File: src/rtl/rom_arbiter_pkg.sv
// Shared constants, FSM state encoding and address-range helper for the
// two-port ROM arbiter.
package rom_arbiter_pkg;

  localparam int unsigned DW    = 10;
  localparam int unsigned AW    = 4;
  localparam int unsigned DEPTH = 10;

  typedef enum logic [1:0] {
    ST_IDLE = 2'd0,
    ST_READ = 2'd1,
    ST_RESP = 2'd2
  } state_e;

  // True when the word address falls inside the populated ROM region.
  function automatic logic addr_in_range(input int unsigned addr, input int unsigned depth);
    return addr < depth;
  endfunction

endpackage

File: src/rtl/rom_arbiter_if.sv
// Requester-side handshake and shared-ROM bus of the arbiter.
// slave is the arbiter's view; master is the requesters/ROM view.
import rom_arbiter_pkg::*;

interface rom_arbiter_if #(
  parameter int unsigned DW = rom_arbiter_pkg::DW,
  parameter int unsigned AW = rom_arbiter_pkg::AW
) ();

  logic          req0;
  logic          req1;
  logic [AW-1:0] addr0;
  logic [AW-1:0] addr1;
  logic          gnt0;
  logic          gnt1;
  logic          rvalid0;
  logic          rvalid1;
  logic [DW-1:0] rdata0;
  logic [DW-1:0] rdata1;
  logic          err0;
  logic          err1;
  logic [AW-1:0] rom_addr;
  logic          rom_cs;
  logic          rom_rd_en;
  logic [DW-1:0] rom_data;

  modport slave (
    input  req0, req1, addr0, addr1, rom_data,
    output gnt0, gnt1, rvalid0, rvalid1, rdata0, rdata1, err0, err1,
           rom_addr, rom_cs, rom_rd_en
  );

  modport master (
    output req0, req1, addr0, addr1, rom_data,
    input  gnt0, gnt1, rvalid0, rvalid1, rdata0, rdata1, err0, err1,
           rom_addr, rom_cs, rom_rd_en
  );

endinterface

File: src/rtl/rom_arbiter_rr_arb2.sv
// Two-way round-robin selector: combinational winner plus the
// last-served pointer, which only moves when a grant is taken.
module rr_arb2 (
  input  logic clk,
  input  logic rst,
  input  logic req0_i,
  input  logic req1_i,
  input  logic update_i,
  output logic any_c_o,
  output logic win_c_o
);

  logic last_q;

  // On a tie the port not served last wins; a lone requester always wins.
  always_comb begin
    any_c_o = req0_i | req1_i;
    win_c_o = 1'b0;
    if (req0_i && req1_i) begin
      win_c_o = ~last_q;
    end else if (req1_i) begin
      win_c_o = 1'b1;
    end
  end

  // Reset value 1 lets port 0 take the first tie.
  always_ff @(posedge clk) begin
    if (rst) begin
      last_q <= 1'b1;
    end else if (update_i && any_c_o) begin
      last_q <= win_c_o;
    end
  end

endmodule

File: src/rtl/rom_arbiter.sv
// Arbitrates two requesters onto one combinational ROM; one read per three
// cycles, IDLE -> READ -> RESP, every output registered.
import rom_arbiter_pkg::*;

module rom_arbiter #(
  parameter int unsigned DW    = rom_arbiter_pkg::DW,
  parameter int unsigned AW    = rom_arbiter_pkg::AW,
  parameter int unsigned DEPTH = rom_arbiter_pkg::DEPTH
) (
  input  logic          clk,
  input  logic          rst,
  rom_arbiter_if.slave  bus
);

  state_e        state_q;
  logic          win_q;
  logic          oor_q;
  logic          gnt0_q;
  logic          gnt1_q;
  logic          rvalid0_q;
  logic          rvalid1_q;
  logic          err0_q;
  logic          err1_q;
  logic [DW-1:0] rdata0_q;
  logic [DW-1:0] rdata1_q;
  logic [AW-1:0] rom_addr_q;
  logic          rom_cs_q;
  logic          rom_rd_en_q;

  logic          any_c;
  logic          win_c;
  logic          take_d;
  logic [AW-1:0] sel_addr_d;
  logic          in_range_d;
  logic [DW-1:0] capture_d;

  rr_arb2 u_rr_arb2 (
    .clk      (clk),
    .rst      (rst),
    .req0_i   (bus.req0),
    .req1_i   (bus.req1),
    .update_i (take_d),
    .any_c_o  (any_c),
    .win_c_o  (win_c)
  );

  // Requests are only looked at while idle.
  always_comb begin
    take_d     = (state_q == ST_IDLE) && any_c;
    sel_addr_d = win_c ? bus.addr1 : bus.addr0;
    in_range_d = addr_in_range(32'(sel_addr_d), DEPTH);
    capture_d  = oor_q ? '0 : bus.rom_data;
  end

  // Pulse outputs default low every cycle; rdata and rom_addr hold.
  always_ff @(posedge clk) begin
    if (rst) begin
      state_q     <= ST_IDLE;
      win_q       <= 1'b0;
      oor_q       <= 1'b0;
      gnt0_q      <= 1'b0;
      gnt1_q      <= 1'b0;
      rvalid0_q   <= 1'b0;
      rvalid1_q   <= 1'b0;
      err0_q      <= 1'b0;
      err1_q      <= 1'b0;
      rdata0_q    <= '0;
      rdata1_q    <= '0;
      rom_addr_q  <= '0;
      rom_cs_q    <= 1'b0;
      rom_rd_en_q <= 1'b0;
    end else begin
      gnt0_q      <= 1'b0;
      gnt1_q      <= 1'b0;
      rvalid0_q   <= 1'b0;
      rvalid1_q   <= 1'b0;
      err0_q      <= 1'b0;
      err1_q      <= 1'b0;
      rom_cs_q    <= 1'b0;
      rom_rd_en_q <= 1'b0;
      case (state_q)
        ST_IDLE: begin
          if (take_d) begin
            state_q     <= ST_READ;
            win_q       <= win_c;
            oor_q       <= ~in_range_d;
            rom_addr_q  <= sel_addr_d;
            rom_cs_q    <= in_range_d;
            rom_rd_en_q <= in_range_d;
            gnt0_q      <= ~win_c;
            gnt1_q      <= win_c;
          end
        end
        ST_READ: begin
          if (win_q) begin
            rdata1_q <= capture_d;
          end else begin
            rdata0_q <= capture_d;
          end
          state_q <= ST_RESP;
        end
        ST_RESP: begin
          rvalid0_q <= ~win_q;
          rvalid1_q <= win_q;
          err0_q    <= ~win_q & oor_q;
          err1_q    <= win_q & oor_q;
          state_q   <= ST_IDLE;
        end
        default: begin
          state_q <= ST_IDLE;
        end
      endcase
    end
  end

  assign bus.gnt0      = gnt0_q;
  assign bus.gnt1      = gnt1_q;
  assign bus.rvalid0   = rvalid0_q;
  assign bus.rvalid1   = rvalid1_q;
  assign bus.err0      = err0_q;
  assign bus.err1      = err1_q;
  assign bus.rdata0    = rdata0_q;
  assign bus.rdata1    = rdata1_q;
  assign bus.rom_addr  = rom_addr_q;
  assign bus.rom_cs    = rom_cs_q;
  assign bus.rom_rd_en = rom_rd_en_q;

endmodule

File: src/flat_wrapper.sv
// flat-port wrapper written by rule: the top's interface ports become plain ports
module rom_arbiter_flat 
#(
  parameter int unsigned DW    = rom_arbiter_pkg::DW,
  parameter int unsigned AW    = rom_arbiter_pkg::AW,
  parameter int unsigned DEPTH = rom_arbiter_pkg::DEPTH
)
  (clk, rst, bus_req0, bus_req1, bus_addr0, bus_addr1, bus_rom_data, bus_gnt0, bus_gnt1, bus_rvalid0, bus_rvalid1, bus_rdata0, bus_rdata1, bus_err0, bus_err1, bus_rom_addr, bus_rom_cs, bus_rom_rd_en);
  rom_arbiter_if #(.DW(DW), .AW(AW)) bus_i ();
  input  logic clk;
  input  logic rst;
  input wire logic [$bits(bus_i.req0)-1:0] bus_req0;
  input wire logic [$bits(bus_i.req1)-1:0] bus_req1;
  input wire logic [$bits(bus_i.addr0)-1:0] bus_addr0;
  input wire logic [$bits(bus_i.addr1)-1:0] bus_addr1;
  input wire logic [$bits(bus_i.rom_data)-1:0] bus_rom_data;
  output wire logic [$bits(bus_i.gnt0)-1:0] bus_gnt0;
  output wire logic [$bits(bus_i.gnt1)-1:0] bus_gnt1;
  output wire logic [$bits(bus_i.rvalid0)-1:0] bus_rvalid0;
  output wire logic [$bits(bus_i.rvalid1)-1:0] bus_rvalid1;
  output wire logic [$bits(bus_i.rdata0)-1:0] bus_rdata0;
  output wire logic [$bits(bus_i.rdata1)-1:0] bus_rdata1;
  output wire logic [$bits(bus_i.err0)-1:0] bus_err0;
  output wire logic [$bits(bus_i.err1)-1:0] bus_err1;
  output wire logic [$bits(bus_i.rom_addr)-1:0] bus_rom_addr;
  output wire logic [$bits(bus_i.rom_cs)-1:0] bus_rom_cs;
  output wire logic [$bits(bus_i.rom_rd_en)-1:0] bus_rom_rd_en;
  assign bus_i.req0 = bus_req0;
  assign bus_i.req1 = bus_req1;
  assign bus_i.addr0 = bus_addr0;
  assign bus_i.addr1 = bus_addr1;
  assign bus_i.rom_data = bus_rom_data;
  assign bus_gnt0 = bus_i.gnt0;
  assign bus_gnt1 = bus_i.gnt1;
  assign bus_rvalid0 = bus_i.rvalid0;
  assign bus_rvalid1 = bus_i.rvalid1;
  assign bus_rdata0 = bus_i.rdata0;
  assign bus_rdata1 = bus_i.rdata1;
  assign bus_err0 = bus_i.err0;
  assign bus_err1 = bus_i.err1;
  assign bus_rom_addr = bus_i.rom_addr;
  assign bus_rom_cs = bus_i.rom_cs;
  assign bus_rom_rd_en = bus_i.rom_rd_en;
  rom_arbiter #(.DW(DW), .AW(AW), .DEPTH(DEPTH)) u_core (.clk(clk), .rst(rst), .bus(bus_i));
endmodule
File: config.mk
export PLATFORM = sky130hd
export DESIGN_NAME = rom_arbiter_flat
export DESIGN_NICKNAME = d
export VERILOG_FILES = /design/src/rtl/rom_arbiter_pkg.sv /design/src/rtl/rom_arbiter_if.sv /design/src/rtl/rom_arbiter_rr_arb2.sv /design/src/rtl/rom_arbiter.sv /design/src/flat_wrapper.sv
export SDC_FILE = /design/constraint.sdc
export NUM_CORES = 1
export LEC_CHECK = 0
export ABC_AREA = 1
export CAP_MARGIN = 15
export CORE_UTILIZATION = 39
export DETAILED_ROUTE_END_ITERATION = 6
export PLACE_DENSITY = 0.75
export SLEW_MARGIN = 25
export SYNTH_ARGS = -nofsm -noshare
export SYNTH_HDL_FRONTEND = slang
export SYNTH_SLANG_ARGS = --single-unit
File: constraint.sdc
create_clock -name clk -period 1.2 [get_ports clk]
set_clock_uncertainty 0.15 [all_clocks]
set_input_delay 0.24 -clock clk [delete_from_list [all_inputs] [get_ports clk]]
set_output_delay 0.24 -clock clk [all_outputs]
set_load 0.02 [all_outputs]
== Yosys cells after proc, flatten, opt, wreduce, memory -nomap -nowiden ==
Index checks and enable logic that the tools add are counted.
Word-level totals
  output and inout bits: 32
  logic and storage cells: 43
  bits of input ports: 22
  register bits: 36
Operators by class
  eq/ne operators: 3
  reductions and logical operators: 9
  multiplexer cells: 6
  bitwise operators: 10
  magnitude comparators: 1
Operators by type and width (number)
  $mux W10: 1
  $not A1 Y1: 7
  $reduce_and A2 Y1: 3
  $lt A4 B4 Y1 const B: 1
  $mux W4: 1
  $pmux W2 S2: 1
  $logic_and A1 B1 Y1: 3
  $reduce_or A3 Y1: 1
  $and A1 B1 Y1: 2
  $eq A2 B1 Y1 const B: 1
  $eq A2 B2 Y1 const B: 1
  $logic_not A2 Y1: 1
  $mux W1: 2
  $mux W2: 1
  $ne A2 B2 Y1 const B: 1
  $reduce_or A2 Y1: 1
  $or A1 B1 Y1: 1

== Longest topological paths before layout ==
  depth in word-level cells: 5
  mapped depth: 7
  mapped depth without buffers: 7

== By module ==
From an unflattened synthesis, not the netlist that was laid out.
Unflattened totals
  cell total of the unflattened synthesis: 194
  area, all modules: 1481.4 µm²
Modules (own cells, without submodules)
  rom_arbiter: times used 1, cells an instance 185, area an instance 1421.4 µm²
  rr_arb2: times used 1, cells an instance 9, area an instance 60.1 µm²

== Least setup slack after synthesis ==
No wires, ideal clock.
  path kind: register to register
  start: register u_core.state_q[0]
  end: register u_core.oor_q
  slack: 0.064 ns
  cell stages (with the launch flop): 8
  library setup time: 0.115 ns
  clock period less this slack: 1.136 ns
  required time: 0.935 ns
  path buffers: 1
  arrival time: 0.871 ns
  cell sequence: dfxtp_1 inv_1 nand2_1 nor2_4 buf_6 nand3_1 nand2_1 nor2_1
Between the ends
  longest elaborated chain between the ends: 3
RTL lines
  from (decl): RTL line rom_arbiter.sv:15  | state_e state_q;
  from (signal assigned): RTL line rom_arbiter.sv:58  | state_q <= ST_IDLE;
  from (signal assigned): RTL line rom_arbiter.sv:84  | state_q <= ST_READ;
  from (signal assigned): RTL line rom_arbiter.sv:100  | state_q <= ST_RESP;
  $logic_not A2 Y1 (*): RTL line rom_arbiter.sv:49, rom_arbiter.sv:81
  $logic_and A1 B1 Y1: RTL line rom_arbiter.sv:49  | take_d = (state_q == ST_IDLE) && any_c;
  $reduce_and A2 Y1 (no source line) (*)
  to (signal assigned): RTL line rom_arbiter.sv:86  | oor_q <= ~in_range_d;
  to (decl): RTL line rom_arbiter.sv:17  | logic oor_q;
Every way passes the cells marked *; elsewhere a longest branch is shown, timed or not.
A chain may end at the register's enable or synchronous reset.

== Worst setup path in the final report ==
  start: register u_core.rom_rd_en_q, in the netlist u_core.bus.rom_rd_en
  end: output bus_rom_rd_en
RTL lines
  from (decl): RTL line rom_arbiter.sv:28  | logic rom_rd_en_q;
  from (signal assigned): RTL line rom_arbiter.sv:89  | rom_rd_en_q <= in_range_d;
  to (decl): RTL line flat_wrapper.sv:27  | output wire logic [$bits(bus_i.rom_rd_en)-1:0] bus_rom_rd_en;
No word-level cell between the ends.

==> run metrics <==
Synth-to-Final Area Change=67.34%; crit share post-route=101.0%; later-pin clock latency in the skew report=340 ps; PwrDens=1133 nW/um^2; fmax=0.8253 GHz; CP max stage delay=370 ps; Core Footprint=3416 um^2; xor and xnor area share after synthesis=0%; worst-case clock buffer depth=2; antenna cells=0; VDD IR max=0.0006924 V; FF-to-FF setup slack=0 ps; layout cells sized above 1=46.42%; status=complete, but fails checks; CP delay by family, top=flip-flops; Leak=1.099 nW; Synth Warn #=0; CTS Buf Count=5; Pwr Total=2.687 mW; Hold Violations, Final=0; drt pass-1 iters=4; initial drt markers=45; CP max FO=2; TritonCTS clock tree=yes; WP data arrival=820 ps; min-delay worst type=in2reg; first-pass GRT wire length=5071 um; final setup vio count=4; Critical Path RT=810 ps; final setup margin=-11.71 ps; drt wl/cell=10.31 um; HPWL after DPL=2209 um; DIE WIDTH=62.29 um; Setup TNS=-24.46 ps; TritonCTS sink count=36; worst-path cell chain=buf_6; Die Ht=62.29 um; port bufs=53; number of antenna violations at the first check in global routing=0; largest net degree at the start of global routing=18; final net count=287; main combinational cell family by area after synthesis=compound AO/OA/AOI/OAI gates; GRT Residual Overflow=0; routed wire length=3205 um; worst setup path category=reg2out; Post-Syn Nets=207; total die area=3880 um^2; clock root buffer=clkbuf_4; Worst setup EP type=primary output; number of routed nets with antenna violations=0; post-layout min period=1212 ps; DRC Markers=0; fillers=282; slowest CP cell=dfxtp_2; Avg Vias per Cell=4.405; multiplexer share of the synthesized area=0%; All-Layer GR Usage=17.10%; simple-gate share of the synthesized area=15.45%; Synth Area in Compound Gates=18.71%; Worst Tran Pin Value=214.4 ps; max-cap violations=0; Synth Area per Inst=7.663 um^2; commonest cells after routing, fill and taps aside=inv_1 (36), buf_6 (36), dfxtp_2 (35); Post-CTS Hold Fix Bufs=0; via count=1,370; Buffers & Inverters on Critical Path=1; final estimated routing congestion in global placement=0.7453; CTS HTree Levels=2; Worst slew margin=85.60%; crit path launch type=register; failing checks=setup timing; flops & latches, synth=36; row cnt=21; Final Max Tran Viols=0; Netlist cell types=22; clk slew on worst S/H paths=110 ps; IO Pins=54; RSZ-0062 raised after global routing=yes; Post-Synth Adder-Cell Area=0%; Mapped Area=1418 um^2; post-synthesis sequential area ratio=50.84%; post-synthesis instance total=185; vias in the first global route=1,181; Starting Density=41.50%
[layout make-up]
class / instances / area (um^2) / share of cell area, %
timing repair buffer: 82 / 828.3 / 34.92
multi-input combinational: 98 / 518.0 / 21.84
sequential: 36 / 764.5 / 32.23
clock inverter: 1 / 5.005 / 0.2110
clock buffer: 6 / 41.29 / 1.741
tap: 46 / 57.56 / 2.426
inverter: 42 / 157.7 / 6.646
[state kept, by name, indices dropped and copies added (netlist names), 2 cells and up]
signal	count
u_core.bus.rom_addr	4
u_core.state_q	2
u_core.bus.rdata1	10
u_core.bus.rdata0	10
[cells by family (layout without fill, tap and decap cells)]
kind of cell / Yosys count / count (layout)
compound gates: 50 / 50
buf+inv: 51 / 131
flops: 36 / 36
simple gates: 48 / 48
[timing repair]
| action | 4_1_cts | 5_1_grt |
|---|---|---|
| gates cloned | 0 | 1 |
| gates resized for setup | 225 | 26 |
| buffers inserted | 2 | 8 |
| pin swaps | 2 | 3 |
| setup endpoints to repair | 40 | 59 |
[through the flow]
step | instance area [um^2] | cells | utilization, % | hold slack [ps] | setup slack (ps)
2_1_floorplan | 1418 | 185 | - | 152.4 | 64.37
6_report | 2372 | 311 | 69.45 | 277.2 | -11.71
3_3_place_gp | 2111 | 293 | 61.79 | 279.6 | -380.6
5_1_grt | 2372 | 311 | 69.45 | 287.9 | -76.32
3_5_place_dp | 2111 | 293 | 61.79 | 285.5 | -381.8
4_1_cts | 2257 | 302 | 66.08 | 305.1 | -24.93
[cell usage after synthesis, drive strengths merged]
| master | number | area, um^2 |
|---|---|---|
| inv | 42 | 157.6 |
| clkbuf | 2 | 8.750 |
| nand2 | 18 | 80.07 |
| buf | 7 | 46.29 |
| nor3 | 3 | 15.01 |
| nand3b | 1 | 7.510 |
| nand3 | 7 | 35.03 |
| dfxtp | 36 | 720.7 |
| nor2 | 19 | 81.33 |
| a21oi | 25 | 132.6 |
| o21ai | 25 | 132.6 |
[where the power goes]
| group | switching (mW) | leakage [nW] | internal, mW |
|---|---|---|---|
| Clock | 0.377 | 0.0281 | 0.216 |
| Sequential | 0.0613 | 0.309 | 1.29 |
| Combinational | 0.349 | 0.763 | 0.390 |
[worst paths after layout]
check                                         start  depth (start not counted)                                  end
setup reg to reg     u_core.state_q[1]$_SDFFE_PP0P_                          5    u_core.bus.rdata1[0]$_SDFFE_PP0P_
hold reg to reg   u_core.bus.rdata0[0]$_SDFFE_PP0P_                          2    u_core.bus.rdata0[0]$_SDFFE_PP0P_
hold / removal                             bus_req0                          5  u_core.bus.rom_addr[0]$_SDFFE_PP0P_
setup / recovery    u_core.bus.rom_rd_en$_SDFF_PP0_                          1                        bus_rom_rd_en
[layer usage]
metal / track usage [%] / up-vias / wire, um / part of all wire [%]
met5: 0 / - / 0 / 0
met4: 7.849 / 0 / 51 / 1.6
met3: 5.882 / 6 / 161 / 5.0
met2: 28.57 / 41 / 1536 / 48
met1: 19.59 / 591 / 1456 / 45
li1: - / 732 / - / -
Power figures use the tool's default switching activity.
